`src/rtl/bus_arbiter_if.sv`:
```
// Arbitration handshake between the DMA channels / CPU sequencer and the
// bus arbiter. The requesters use the master modport; the arbiter uses the
// slave modport.
interface bus_arbiter_if;
  logic [3:0] dma_req;
  logic [3:0] dma_unit_done;
  logic [3:0] dma_done;
  logic       cpu_preemptable;
  logic       bus_pause;
  logic [3:0] dma_grant;
  logic       dma_active;
  logic [2:0] owner;
  logic [7:0] run_cnt;

  modport master (
    output dma_req,
    output dma_unit_done,
    output dma_done,
    output cpu_preemptable,
    output bus_pause,
    input  dma_grant,
    input  dma_active,
    input  owner,
    input  run_cnt
  );

  modport slave (
    input  dma_req,
    input  dma_unit_done,
    input  dma_done,
    input  cpu_preemptable,
    input  bus_pause,
    output dma_grant,
    output dma_active,
    output owner,
    output run_cnt
  );
endinterface

```
`src/rtl/bus_arbiter.sv`:
```
// Shared system bus arbiter: the CPU owns the bus by default. The four DMA
// channels win it by fixed priority (channel 0 highest), and ownership
// changes only at safe switch points. dma_active is the CPU stall and
// bus-mux select.
module bus_arbiter #(
  parameter int unsigned MAX_RUN      = 0,
  parameter int unsigned CPU_MIN_SLOT = 1
) (
  input  logic         clock,
  input  logic         reset,
  bus_arbiter_if.slave bus
);

  typedef enum logic [1:0] {
    CPU_OWN,
    HANDOFF_IN,
    DMA_RUN,
    HANDOFF_OUT
  } state_t;

  localparam logic [3:0] SLOT_LOAD = CPU_MIN_SLOT[3:0];
  localparam logic [8:0] RUN_LIMIT = MAX_RUN[8:0];

  state_t     state_q, state_d;
  logic [1:0] cur_q, cur_d;
  logic [7:0] run_cnt_q, run_cnt_d;
  logic [3:0] slot_q, slot_d;
  logic [3:0] grant_q, grant_d;
  logic       active_q, active_d;
  logic [2:0] owner_q, owner_d;
  logic       pend_done_q, pend_done_d;
  logic       pend_unit_q, pend_unit_d;

  logic [3:0] cur_mask;
  logic [3:0] others;
  logic [3:0] lower_req;
  logic       done_eff;
  logic       unit_eff;
  logic       run_limit;
  logic [7:0] run_inc;

  function automatic logic [1:0] lowest(input logic [3:0] v);
    if (v[0])      return 2'd0;
    else if (v[1]) return 2'd1;
    else if (v[2]) return 2'd2;
    else           return 2'd3;
  endfunction

  // Next-state, counter and registered-output computation.
  always_comb begin
    cur_mask  = 4'b0001 << cur_q;
    others    = bus.dma_req & ~cur_mask;
    lower_req = bus.dma_req & (cur_mask - 4'd1);
    done_eff  = pend_done_q | (|(bus.dma_done & cur_mask));
    unit_eff  = pend_unit_q | (|(bus.dma_unit_done & cur_mask));
    run_limit = (MAX_RUN != 0) && (({1'b0, run_cnt_q} + 9'd1) == RUN_LIMIT);
    run_inc   = (run_cnt_q == 8'hFF) ? run_cnt_q : run_cnt_q + 8'd1;

    state_d     = state_q;
    cur_d       = cur_q;
    run_cnt_d   = run_cnt_q;
    slot_d      = slot_q;
    pend_done_d = 1'b0;
    pend_unit_d = 1'b0;

    if (bus.bus_pause) begin
      // Frozen: remember pulses on the current channel so they apply at the
      // first unpaused edge.
      if (state_q == DMA_RUN) begin
        pend_done_d = done_eff;
        pend_unit_d = unit_eff;
      end
    end else begin
      case (state_q)
        CPU_OWN: begin
          if (slot_q != '0) slot_d = slot_q - 4'd1;
          // The counter hits 0 on the edge that leaves, so a load of N
          // gives exactly N cycles in CPU_OWN.
          if ((|bus.dma_req) && bus.cpu_preemptable && (slot_q <= 4'd1)) begin
            state_d = HANDOFF_IN;
            cur_d   = lowest(bus.dma_req);
          end
        end
        HANDOFF_IN: begin
          state_d   = DMA_RUN;
          run_cnt_d = '0;
        end
        DMA_RUN: begin
          if (done_eff || !(|(bus.dma_req & cur_mask))) begin
            if (|others) begin
              state_d = HANDOFF_IN;
              cur_d   = lowest(others);
            end else begin
              state_d = HANDOFF_OUT;
            end
          end else if (unit_eff && (|lower_req)) begin
            state_d = HANDOFF_IN;
            cur_d   = lowest(lower_req);
          end else if (unit_eff && run_limit) begin
            state_d   = HANDOFF_OUT;
            slot_d    = SLOT_LOAD;
            run_cnt_d = run_inc;
          end else if (unit_eff) begin
            run_cnt_d = run_inc;
          end
        end
        HANDOFF_OUT: state_d = CPU_OWN;
        default:     state_d = CPU_OWN;
      endcase
    end

    grant_d  = (state_d == DMA_RUN) ? (4'b0001 << cur_d) : '0;
    active_d = (state_d != CPU_OWN);
    owner_d  = active_d ? {1'b0, cur_d} : 3'd4;
  end

  // State and output registers with synchronous reset.
  always_ff @(posedge clock) begin
    if (reset) begin
      state_q     <= CPU_OWN;
      cur_q       <= '0;
      run_cnt_q   <= '0;
      slot_q      <= '0;
      grant_q     <= '0;
      active_q    <= 1'b0;
      owner_q     <= 3'd4;
      pend_done_q <= 1'b0;
      pend_unit_q <= 1'b0;
    end else begin
      state_q     <= state_d;
      cur_q       <= cur_d;
      run_cnt_q   <= run_cnt_d;
      slot_q      <= slot_d;
      grant_q     <= grant_d;
      active_q    <= active_d;
      owner_q     <= owner_d;
      pend_done_q <= pend_done_d;
      pend_unit_q <= pend_unit_d;
    end
  end

  assign bus.dma_grant  = grant_q;
  assign bus.dma_active = active_q;
  assign bus.owner      = owner_q;
  assign bus.run_cnt    = run_cnt_q;

endmodule

```
`src/flat_wrapper.sv`:
```
// flat-port wrapper written by rule: the top's interface ports become plain ports
module bus_arbiter_flat 
#(
  parameter int unsigned MAX_RUN      = 0,
  parameter int unsigned CPU_MIN_SLOT = 1
)
  (clock, reset, bus_dma_req, bus_dma_unit_done, bus_dma_done, bus_cpu_preemptable, bus_bus_pause, bus_dma_grant, bus_dma_active, bus_owner, bus_run_cnt);
  bus_arbiter_if bus_i ();
  input  logic clock;
  input  logic reset;
  input wire logic [$bits(bus_i.dma_req)-1:0] bus_dma_req;
  input wire logic [$bits(bus_i.dma_unit_done)-1:0] bus_dma_unit_done;
  input wire logic [$bits(bus_i.dma_done)-1:0] bus_dma_done;
  input wire logic [$bits(bus_i.cpu_preemptable)-1:0] bus_cpu_preemptable;
  input wire logic [$bits(bus_i.bus_pause)-1:0] bus_bus_pause;
  output wire logic [$bits(bus_i.dma_grant)-1:0] bus_dma_grant;
  output wire logic [$bits(bus_i.dma_active)-1:0] bus_dma_active;
  output wire logic [$bits(bus_i.owner)-1:0] bus_owner;
  output wire logic [$bits(bus_i.run_cnt)-1:0] bus_run_cnt;
  assign bus_i.dma_req = bus_dma_req;
  assign bus_i.dma_unit_done = bus_dma_unit_done;
  assign bus_i.dma_done = bus_dma_done;
  assign bus_i.cpu_preemptable = bus_cpu_preemptable;
  assign bus_i.bus_pause = bus_bus_pause;
  assign bus_dma_grant = bus_i.dma_grant;
  assign bus_dma_active = bus_i.dma_active;
  assign bus_owner = bus_i.owner;
  assign bus_run_cnt = bus_i.run_cnt;
  bus_arbiter #(.MAX_RUN(MAX_RUN), .CPU_MIN_SLOT(CPU_MIN_SLOT)) u_core (.clock(clock), .reset(reset), .bus(bus_i));
endmodule
```
`config.mk`:
```
export PLATFORM = sky130hd
export DESIGN_NAME = bus_arbiter_flat
export DESIGN_NICKNAME = d
export VERILOG_FILES = /design/src/rtl/bus_arbiter_if.sv /design/src/rtl/bus_arbiter.sv /design/src/flat_wrapper.sv
export SDC_FILE = /design/constraint.sdc
export NUM_CORES = 1
export LEC_CHECK = 0
export ABC_CLOCK_PERIOD_IN_PS = 2400
export CAP_MARGIN = 25
export CORE_ASPECT_RATIO = 1.2
export CORE_MARGIN = 10
export CORE_UTILIZATION = 25
export DETAILED_ROUTE_END_ITERATION = 10
export SKIP_LAST_GASP = 1
export SLEW_MARGIN = 20
export SYNTH_ARGS = -nofsm -noshare
export SYNTH_HDL_FRONTEND = slang
export SYNTH_SLANG_ARGS = --single-unit
```
`constraint.sdc`:
```
create_clock -name clock -period 2.4 [get_ports clock]
set_clock_uncertainty 0.1 [all_clocks]
set_input_delay 0.72 -clock clock [delete_from_list [all_inputs] [get_ports clock]]
set_output_delay 0.72 -clock clock [all_outputs]
set_load 0.01 [all_outputs]
```
==> run metrics <==
status=completed; vias in the first global route=1513; Post-Syn Area=1540 um^2; #FFs+latches synth=26; CP most frequent cell=buf_6; Final setup viols=0; ys flop type=dfxtp_1; vias per cell=4.69; worst skew pair latency=0.28 ns; Design Area, Final=2310 um^2; DR DRC count=0; Mapped Cells=173; mux cell area share after synthesis=0.0716; layout net count=245; layout cells sized above 1=0.290; Post-Synthesis Net Count=193; slowest CP cell=mux4_2; CTS H-Tree Depth=1; PD cells=687 nW/um^2; number of fill cells=610; CTS Root Cell=clkbuf_8; core region area=6010 um^2; relative slew slack=0.702; Die ar.=9700 um^2; Post-synth EDFFs=0; most frequent cells in the layout=dfxtp_1, nor2_1, buf_4; Tmin final=2.38 ns; dpl cell area=2090 um^2; cells along the critical path=dlygate4sd2_1 > mux4_2 > nor3b_4 > buf_6 > buf_6 > a211o_4 > nor3b_2; fmax=0.420 GHz; Post-Syn Area per Cell=8.89 um^2; Crit Path Max Fanout=6; Critical Path Start Type=input pin; largest net degree at the start of global routing=19; Hold Vio Cnt, Final=0; Total GRT Usage=0.0856; DP Cell Count=298; max incr delay on CP=0.50 ns; Compound-Gate Fraction of Synth Area=0.197; CTS tree=built; maximum vdd drop=0.000295 V; Yosys cell types=47; Slew Viols, Final=0; CTS sink cnt=26; TritonRoute pass-1 iters=4; Lkg Pwr=0.850 nW; initial antenna violation count=0; cts hold-fix bufs=0; Simple-Gate Fraction of Synth Area=0.262; gpl congestion=0.784; Hold Crit Class=flop to flop; Yosys warnings=0; Post-Place Setup Slack=-0.612 ns; First DRT Iteration DRCs=103; Starting Density=0.256; Crit path arrival time=2.44 ns; setup slack, reg-to-reg=0.12 ns; grt ovf=0; Die Y-Extent=106 um; largest family of logic cells by synthesized area=simple AND/OR/NAND/NOR gates; PortBufs=31; Reg clk slew, reported paths=0.09 ns; via count of the routed design=1435; maximum clock insertion buffer count=2; XOR/XNOR Fraction of Synth Area=0.0570; RSZ-0062 raised after global routing=true; Die Wd=91.6 um; Slew @ Worst Pin=0.447 ns; Ant. Diodes=0; Routed WL=4.14 mm; max-cap violations=0; hpwl dp=3.11 mm; cts bufs inserted=3; Final Power=1.58 mW; post-DR wirelength/cell=13.5 um; Routed Antenna Nets=0; Synth Area in Adders=0.0325; Worst Path Required=2.46 ns; fin crit share=0.991; area delta synth->final=50.0%; I/O pins=32; Critical Setup Path Class=input pin to flop; first-pass GRT wire length=6.94 mm; Async SR Flop Fraction=0; row cnt=31; register area share after synthesis=0.338; Final Instance Count excl. Fillers=306; fin util=0.384; Setup crit end kind=flop; final setup margin=0.0210 ns; most common cell after layout, fill and taps aside=dfxtp_1
registers in the layout (all words and copies together), names as in the netlist:
signal,flops
u_core.bus.run_cnt,8
u_core.bus.dma_active,1
u_core.cur_q,2
u_core.pend_unit_q,1
u_core.bus.dma_grant,4
u_core.pend_done_q,1
u_core.state_q,2
u_core.bus.owner,3
u_core.slot_q,4
metrics by stage:
stage | TNS (ns) | hold slack [ns]
final | 0 | 0.421
after global routing | -0.0144 | 0.447
after CTS | 0 | 0.428
after detailed placement | -10.35 | 0.401
after global placement | -9.98 | 0.398
after floorplan | -0.434 | 0.380
path summary, 6_finish.rpt:
kind	from	to	depth (start not counted)
min reg2reg	u_core.slot_q[1]	u_core.slot_q[1]	2
min	u_core.slot_q[1]	u_core.slot_q[1]	2
max	bus_dma_req[0]	u_core.bus.dma_grant[2]	7
max reg2reg	u_core.cur_q[0]	u_core.bus.dma_grant[3]	7
kinds of logic (layout without fill, tap and decap cells):
family	Yosys count	count (layout)
buffers and inverters	15	66
muxes	7	7
AOI/OAI and AO/OA	40	40
xor gates and xnor gates	10	10
adders and majority gates	4	4
DFF	26	26
and+or+nand+nor	71	71
final cells by class:
type,instances,area [um^2],area share
multi-input cells,132,1080,0.470
clock inverters,1,30.0,0.0130
inverters,5,18.8,0.00814
repair buffers,57,509,0.221
flip-flops and latches,26,520,0.226
clock buffers,3,41.3,0.0179
well taps,82,103,0.0445
worst max-delay path, delay by kind of cell:
kind	cells	cell delay (ns)
AOI/OAI and AO/OA	1	0.36
buffers and inverters	3	0.50
and+or+nand+nor	2	0.36
muxes	1	0.50
where the power goes:
part | switching, mW | internal, mW
Combinational | 0.324 | 0.355
Sequential | 0.0493 | 0.486
Clock | 0.148 | 0.223
metal layers:
layer  wire (um)  track usage  up-vias
li1            -            -      728
met5           0            0        -
met1        1690       0.0934      675
met4          73       0.0325        0
met2        2170        0.152       22
met3         198       0.0260       10
Yosys cell counts, drive strengths merged, types with 2 or more instances:
cell type	instances	area, um^2
nor2b	5	31.3
nor3	6	30.0
o211ai	3	22.5
o21ai	9	45.0
a21oi	7	35.0
a41oi	2	36.3
nand3	4	20.0
dfxtp	26	521
o311a	2	20.0
a211oi	2	15.0
nand2b	3	18.8
or2	2	12.5
a22oi	2	15.0
a21o	2	15.0
nor4	3	31.3
nor3b	5	48.8
xor2	2	17.5
nand2	10	37.5
xnor2	8	70.1
inv	5	18.8
o31ai	2	15.0
mux2i	2	20.0
nor4b	2	30.0
mux4	3	67.6
ha	4	50.1
clkbuf	9	33.8
mux2	2	22.5
nor2	25	93.8
timing repair:
item	CTS	global route
setup endpoints to repair	19	9
resized for setup	40	12
endpoints found under the hold margin	0	0
pin swaps	15	8
setup buffers	4	1
Note: power is estimated with default switching activity, not from simulation.
